===== src/rtl/exc_commit_ctrl.sv =====
// exc_commit_ctrl
//   Turns a one-cycle exception/interrupt/ERET decision into an ordered commit:
//   hold the pipeline, drain outstanding bus traffic, pulse the CP0 write,
//   flush the pipeline for FLUSH_CYCLES, then hand the redirect PC to fetch.
//
// Ports
//   clk, rst               clock, asynchronous active-high reset
//   exc_*_i                event decision and its attributes (sampled in IDLE)
//   bus_busy_i             bus has outstanding transactions
//   fetch_ready_i          fetch accepts the redirect
//   stall_o, flush_o       pipeline control
//   cp0_*_o                CP0 strobes and latched exception fields
//   redirect_valid_o/pc_o  redirect handshake towards fetch
//   drain_timeout_o        sticky: a drain ended by timeout
module exc_commit_ctrl #(
    parameter int unsigned FLUSH_CYCLES = 2,
    parameter int unsigned DRAIN_MAX    = 64
) (
    input  logic        clk,
    input  logic        rst,
    input  logic        exc_flag_i,
    input  logic        exc_eret_i,
    input  logic [4:0]  exc_code_i,
    input  logic        exc_bd_i,
    input  logic [31:0] exc_pc_i,
    input  logic [31:0] exc_baddr_i,
    input  logic [31:0] exc_flush_pc_i,
    input  logic        bus_busy_i,
    input  logic        fetch_ready_i,
    output logic        stall_o,
    output logic        flush_o,
    output logic        cp0_we_o,
    output logic        cp0_eret_o,
    output logic [4:0]  cp0_code_o,
    output logic        cp0_bd_o,
    output logic [31:0] cp0_epc_o,
    output logic        cp0_badv_we_o,
    output logic [31:0] cp0_badv_o,
    output logic        redirect_valid_o,
    output logic [31:0] redirect_pc_o,
    output logic        drain_timeout_o
);

    localparam logic [7:0] DrainLast = 8'(DRAIN_MAX - 1);
    localparam logic [3:0] FlushLast = 4'(FLUSH_CYCLES - 1);

    typedef enum logic [2:0] {
        StIdle,
        StDrain,
        StCommit,
        StFlush,
        StRedirect
    } state_e;

    state_e      state_q;
    logic [7:0]  drain_cnt_q;
    logic [3:0]  flush_cnt_q;

    // Event fields captured in the decision cycle
    logic        eret_q;
    logic [4:0]  code_q;
    logic        bd_q;
    logic [31:0] pc_q;
    logic [31:0] baddr_q;
    logic [31:0] flush_pc_q;

    // Registered outputs
    logic        flush_q;
    logic        cp0_we_q;
    logic        cp0_eret_q;
    logic        cp0_badv_we_q;
    logic        redirect_valid_q;
    logic        drain_timeout_q;

    logic        drain_done;
    logic        addr_err;

    // Leave DRAIN when the bus goes quiet or the budget runs out
    assign drain_done = !bus_busy_i || (drain_cnt_q == DrainLast);
    assign addr_err   = (code_q == 5'd4) || (code_q == 5'd5);

    always_ff @(posedge clk or posedge rst) begin
        if (rst) begin
            state_q          <= StIdle;
            drain_cnt_q      <= 8'd0;
            flush_cnt_q      <= 4'd0;
            eret_q           <= 1'b0;
            code_q           <= 5'd0;
            bd_q             <= 1'b0;
            pc_q             <= 32'd0;
            baddr_q          <= 32'd0;
            flush_pc_q       <= 32'd0;
            flush_q          <= 1'b0;
            cp0_we_q         <= 1'b0;
            cp0_eret_q       <= 1'b0;
            cp0_badv_we_q    <= 1'b0;
            redirect_valid_q <= 1'b0;
            drain_timeout_q  <= 1'b0;
        end else begin
            unique case (state_q)
                StIdle: begin
                    if (exc_flag_i) begin
                        state_q     <= StDrain;
                        drain_cnt_q <= 8'd0;
                        eret_q      <= exc_eret_i;
                        code_q      <= exc_code_i;
                        bd_q        <= exc_bd_i;
                        pc_q        <= exc_pc_i;
                        baddr_q     <= exc_baddr_i;
                        flush_pc_q  <= exc_flush_pc_i;
                    end
                end
                StDrain: begin
                    drain_cnt_q <= drain_cnt_q + 8'd1;
                    if (drain_done) begin
                        state_q       <= StCommit;
                        cp0_we_q      <= !eret_q;
                        cp0_eret_q    <= eret_q;
                        cp0_badv_we_q <= !eret_q && addr_err;
                        // Still busy here means the budget expired
                        if (bus_busy_i) begin
                            drain_timeout_q <= 1'b1;
                        end
                    end
                end
                StCommit: begin
                    state_q       <= StFlush;
                    flush_cnt_q   <= 4'd0;
                    cp0_we_q      <= 1'b0;
                    cp0_eret_q    <= 1'b0;
                    cp0_badv_we_q <= 1'b0;
                    flush_q       <= 1'b1;
                end
                StFlush: begin
                    flush_cnt_q <= flush_cnt_q + 4'd1;
                    if (flush_cnt_q == FlushLast) begin
                        state_q          <= StRedirect;
                        flush_q          <= 1'b0;
                        redirect_valid_q <= 1'b1;
                    end
                end
                StRedirect: begin
                    if (fetch_ready_i) begin
                        state_q          <= StIdle;
                        redirect_valid_q <= 1'b0;
                    end
                end
                default: begin
                    state_q <= StIdle;
                end
            endcase
        end
    end

    // Combinational so the pipeline freezes in the decision cycle itself
    assign stall_o = exc_flag_i || (state_q != StIdle);

    assign flush_o          = flush_q;
    assign cp0_we_o         = cp0_we_q;
    assign cp0_eret_o       = cp0_eret_q;
    assign cp0_badv_we_o    = cp0_badv_we_q;
    assign redirect_valid_o = redirect_valid_q;
    assign drain_timeout_o  = drain_timeout_q;

    assign cp0_code_o    = code_q;
    assign cp0_bd_o      = bd_q;
    assign cp0_badv_o    = baddr_q;
    assign cp0_epc_o     = bd_q ? (pc_q - 32'd4) : pc_q;
    assign redirect_pc_o = flush_pc_q;

endmodule


===== config.mk =====
export PLATFORM = sky130hd
export DESIGN_NAME = exc_commit_ctrl
export DESIGN_NICKNAME = d
export VERILOG_FILES = /design/src/rtl/exc_commit_ctrl.sv
export SDC_FILE = /design/constraint.sdc
export NUM_CORES = 1
export LEC_CHECK = 0
export CORE_MARGIN = 2
export CORE_UTILIZATION = 30
export CTS_BUF_LIST = sky130_fd_sc_hd__clkbuf_8
export DETAILED_ROUTE_END_ITERATION = 6
export PLACE_DENSITY = 0.66
export SLEW_MARGIN = 20
export SYNTH_ARGS = -nofsm -noshare
export SYNTH_HDL_FRONTEND = slang
export SYNTH_SLANG_ARGS = --single-unit
export TNS_END_PERCENT = 1

===== constraint.sdc =====
create_clock -name clk -period 10.9 [get_ports clk]
set_clock_uncertainty 0.05 [all_clocks]
set_input_delay 1.635 -clock clk [delete_from_list [all_inputs] [get_ports clk]]
set_output_delay 1.635 -clock clk [all_outputs]
set_load 0.02 [all_outputs]

==> impl_metrics.py <==
metrics = {
    "die": {
        "dieArea_sq_um": 19400,
        "std_cell_rows": 49,
        "start_util_pct": 30.6,
        "die_w_microns": 139,
        "io_pins": 217,
        "core-area_sq_um": 18000,
        "die_h_microns": 139,
    },
    "cts": {
        "worstSkewPairLatency_ns": 0.42,
        "clk_pin_slew_ns": 0.07,
        "cts_buffer_depth": 2,
        "cts-resized-gates": 0,
        "clock-sinks": 124,
        "ctsHoldBuffers": 0,
        "cts-buffers-inserted": 17,
        "cts_tree": "built",
        "root_buffer": "clkbuf_8",
        "h-tree-depth": 4,
        "postCtsSetupRepairBufs": 0,
    },
    "synthesis": {
        "syn-num-nets": 538,
        "synth_compound_area_share_pct": 3.58,
        "synth_commonest_cells": "dfrtp_1, mux2_2, nand2_1, o21ai_0, xor2_1",
        "synth_flop_cell": "dfrtp_1",
        "netlist_area_sq_um": 5490,
        "yosys_warnings": 0,
        "synth_cell_types": 42,
        "synth-seq-cells": 124,
        "synth_fa_ha_area_share_pct": 0.912,
        "synth_enable_flop_cells": 0,
        "syn_inst": 426,
        "yosysMostFrequentCell": "dfrtp_1",
        "yosysTopAreaCellShare_pct": 56.5,
        "synth.avg_cell_area_sq_um": 12.9,
        "synth_area_leaders": "dfrtp_1, mux2_2, xor2_1, o21ai_0, nand2_1",
        "synth-seq-area-share_pct": 56.5,
        "ys_async_sr_fraction_pct": 100,
        "synthSimpleGateAreaFrac_pct": 10.9,
        "synthXorXnorAreaFrac_pct": 4.63,
        "synth_top_family_by_area": "multiplexers",
        "yosysTopAreaCell": "dfrtp_1",
        "synthMuxAreaShare_pct": 21.0,
    },
    "place": {
        "dpl.cell_count": 852,
        "dp_hpwl_microns": 10000,
        "portBuffers": 216,
        "placed_area_sq_um": 7860,
        "globalplace.congestion": 0.779,
    },
    "critical_path": {
        "path_cells": "clkdlybuf4s50_1, or4_1, clkdlybuf4s50_1",
        "worstPathRequired_ns": 9.22,
        "cp_max_fo": 3,
        "cp_top_family": "buffers and inverters",
        "timing.critical_path.slowest_stage_cell": "clkdlybuf4s50_1",
        "crit_buf_inv": 2,
        "cpPeakStageDelay_ns": 0.55,
        "crit_arrival_ns": 3.02,
        "endpoint_kind": "output port",
        "cpMostUsedCell": "clkdlybuf4s50_1",
        "critPathKind": "input pin to output port",
        "startpoint_type": "input pin",
    },
    "timing": {
        "final_hold_viol_count": 0,
        "tightest_slew_ns": 0.886,
        "final.min_clock_period_ns": 4.70,
        "slew_headroom_pct": 40.8,
        "rsz0062_at_grt": "false",
        "setup_violations": 0,
        "max_freq_mhz": 213,
        "slew_violations": 0,
        "min_period_over_period_pct": 43.2,
        "finalSetupTns_ns": 0,
        "hold_slack_ns": 0.399,
    },
    "finish": {
        "fin_nets": 754,
        "area_growth_syn_to_layout_pct": 49.7,
        "regArea_sq_um": 3100,
        "finalInstanceArea_sq_um": 8220,
        "utilization_pct": 45.7,
        "multiInputGateArea_sq_um": 2260,
        "final_cells": 883,
        "fillers": 1642,
        "drive_gt1_share_pct": 22.2,
        "n_antenna_cell": 0,
    },
    "detailed_routing": {
        "ant_nets": 0,
        "vias": 4161,
        "drc": 0,
        "wl_microns": 13800,
        "viasPerCell": 4.71,
        "firstDrtPassIters": 6,
        "initialDrtViolationCount": 151,
        "wire_per_inst_microns": 15.6,
    },
    "job": {
        "cap_violations": 0,
    },
    "pwr": {
        "powerDensity_nw_per_um2": 300,
        "ir_worst_vdd_mv": 0.220,
        "power_leakage_nw": 3.36,
    },
    "global_routing": {
        "grt.total_usage_pct": 14.7,
        "antenna_found_initial": 0,
        "grt-ovfl-total": 0,
        "first_global_vias": 4646,
        "grt_max_degree": 64,
        "grt_pass1_wl_microns": 23100,
    },
    "min_path": {
        "hold_path_class": "flip-flop to flip-flop",
    },
    "run_status": {
        "status": "completed",
    },
}
[power by group]
| group | internal (W) | total (W) | switching, W |
|---|---|---|---|
| clock network | 0.000192 | 0.000365 | 0.000173 |
| registers | 0.000681 | 0.000861 | 0.000180 |
| logic | 0.000660 | 0.00124 | 0.000582 |
| total | 0.00153 | 0.00247 | 0.000934 |
[per-stage QoR]
step / power (W) / worst slack [ns]
CTS: 0.00250 / 6.15
detailed placement: 0.00212 / 6.20
global placement: 0.00208 / 6.19
floorplan: 0.00154 / 5.92
global route: 0.00263 / 5.91
finish: 0.00247 / 6.20
[final cells by class]
cell class / instances / area share, %
inverters: 7 / 0.350
clock buffers: 20 / 3.35
flip-flops and latches: 124 / 37.8
well taps: 229 / 3.49
multi-input cells: 273 / 27.5
repair buffers: 219 / 26.6
clock inverters: 11 / 0.975
[cell families (layout without fill, tap and decap cells)]
family	Yosys count	count (layout)
adders and majority gates	4	4
buffers and inverters	29	257
xor gates and xnor gates	29	29
AOI/OAI and AO/OA	34	34
DFF	124	124
muxes	103	103
and+or+nand+nor	103	103
[sequential cells by signal (all words and copies together), names as in the netlist]
name / cells
eret_q: 1
drain_cnt_q: 8
flush_cnt_q: 4
cp0_badv_we_o: 1
cp0_bd_o: 1
redirect_pc_o: 32
cp0_eret_o: 1
cp0_badv_o: 32
drain_timeout_o: 1
cp0_we_o: 1
redirect_valid_o: 1
cp0_code_o: 5
pc_q: 32
state_q: 3
flush_o: 1
[layer usage]
metal  global-route usage, %  up-vias  routed length (microns)
met1                    16.9     2054                     5480
met5                       0        -                        0
li1                        -     1944                        -
met3                    6.50       10                     1220
met4                    4.52        0                      146
met2                    24.6      153                     6950
[placed cells by master (no fill, tap or decap), types with 2 or more instances in the layout]
| cell | count |
|---|---|
| nand4_1 | 3 |
| xor2_1 | 18 |
| or2_2 | 2 |
| buf_4 | 3 |
| xnor2_1 | 11 |
| nor4_1 | 8 |
| o31ai_1 | 2 |
| nor2_1 | 17 |
| inv_1 | 10 |
| nor4_2 | 2 |
| clkinv_2 | 4 |
| mux2i_1 | 4 |
| nand3b_1 | 2 |
| o21bai_1 | 2 |
| nand2_1 | 27 |
| ha_1 | 4 |
| nand2b_1 | 2 |
| nand4b_1 | 2 |
| or4_1 | 3 |
| or4_4 | 2 |
| clkinvlp_4 | 2 |
| o21ai_0 | 24 |
| nand3_1 | 9 |
| or3b_2 | 2 |
| nor4b_1 | 2 |
| clkdlybuf4s50_1 | 216 |
| dfrtp_1 | 124 |
| or3_1 | 3 |
| nor3_1 | 7 |
| clkbuf_8 | 20 |
| nor2b_1 | 2 |
| mux2_2 | 99 |
| or4b_2 | 2 |
| a21o_1 | 2 |
[path summary, 6_finish.rpt]
path,from,to,slack [ns],depth (start not counted)
worst max-delay path,exc_flag_i,stall_o,6.20,3
worst min-delay path,eret_q,cp0_we_o,0.40,1
worst max register to register,state_q[0],drain_cnt_q[5],7.87,6
worst min register to register,eret_q,cp0_we_o,0.40,1
max in group asynchronous,rst,redirect_pc_o[24],7.84,3
min in group asynchronous,rst,redirect_pc_o[4],1.63,2
(Power assumes the default switching activity.)
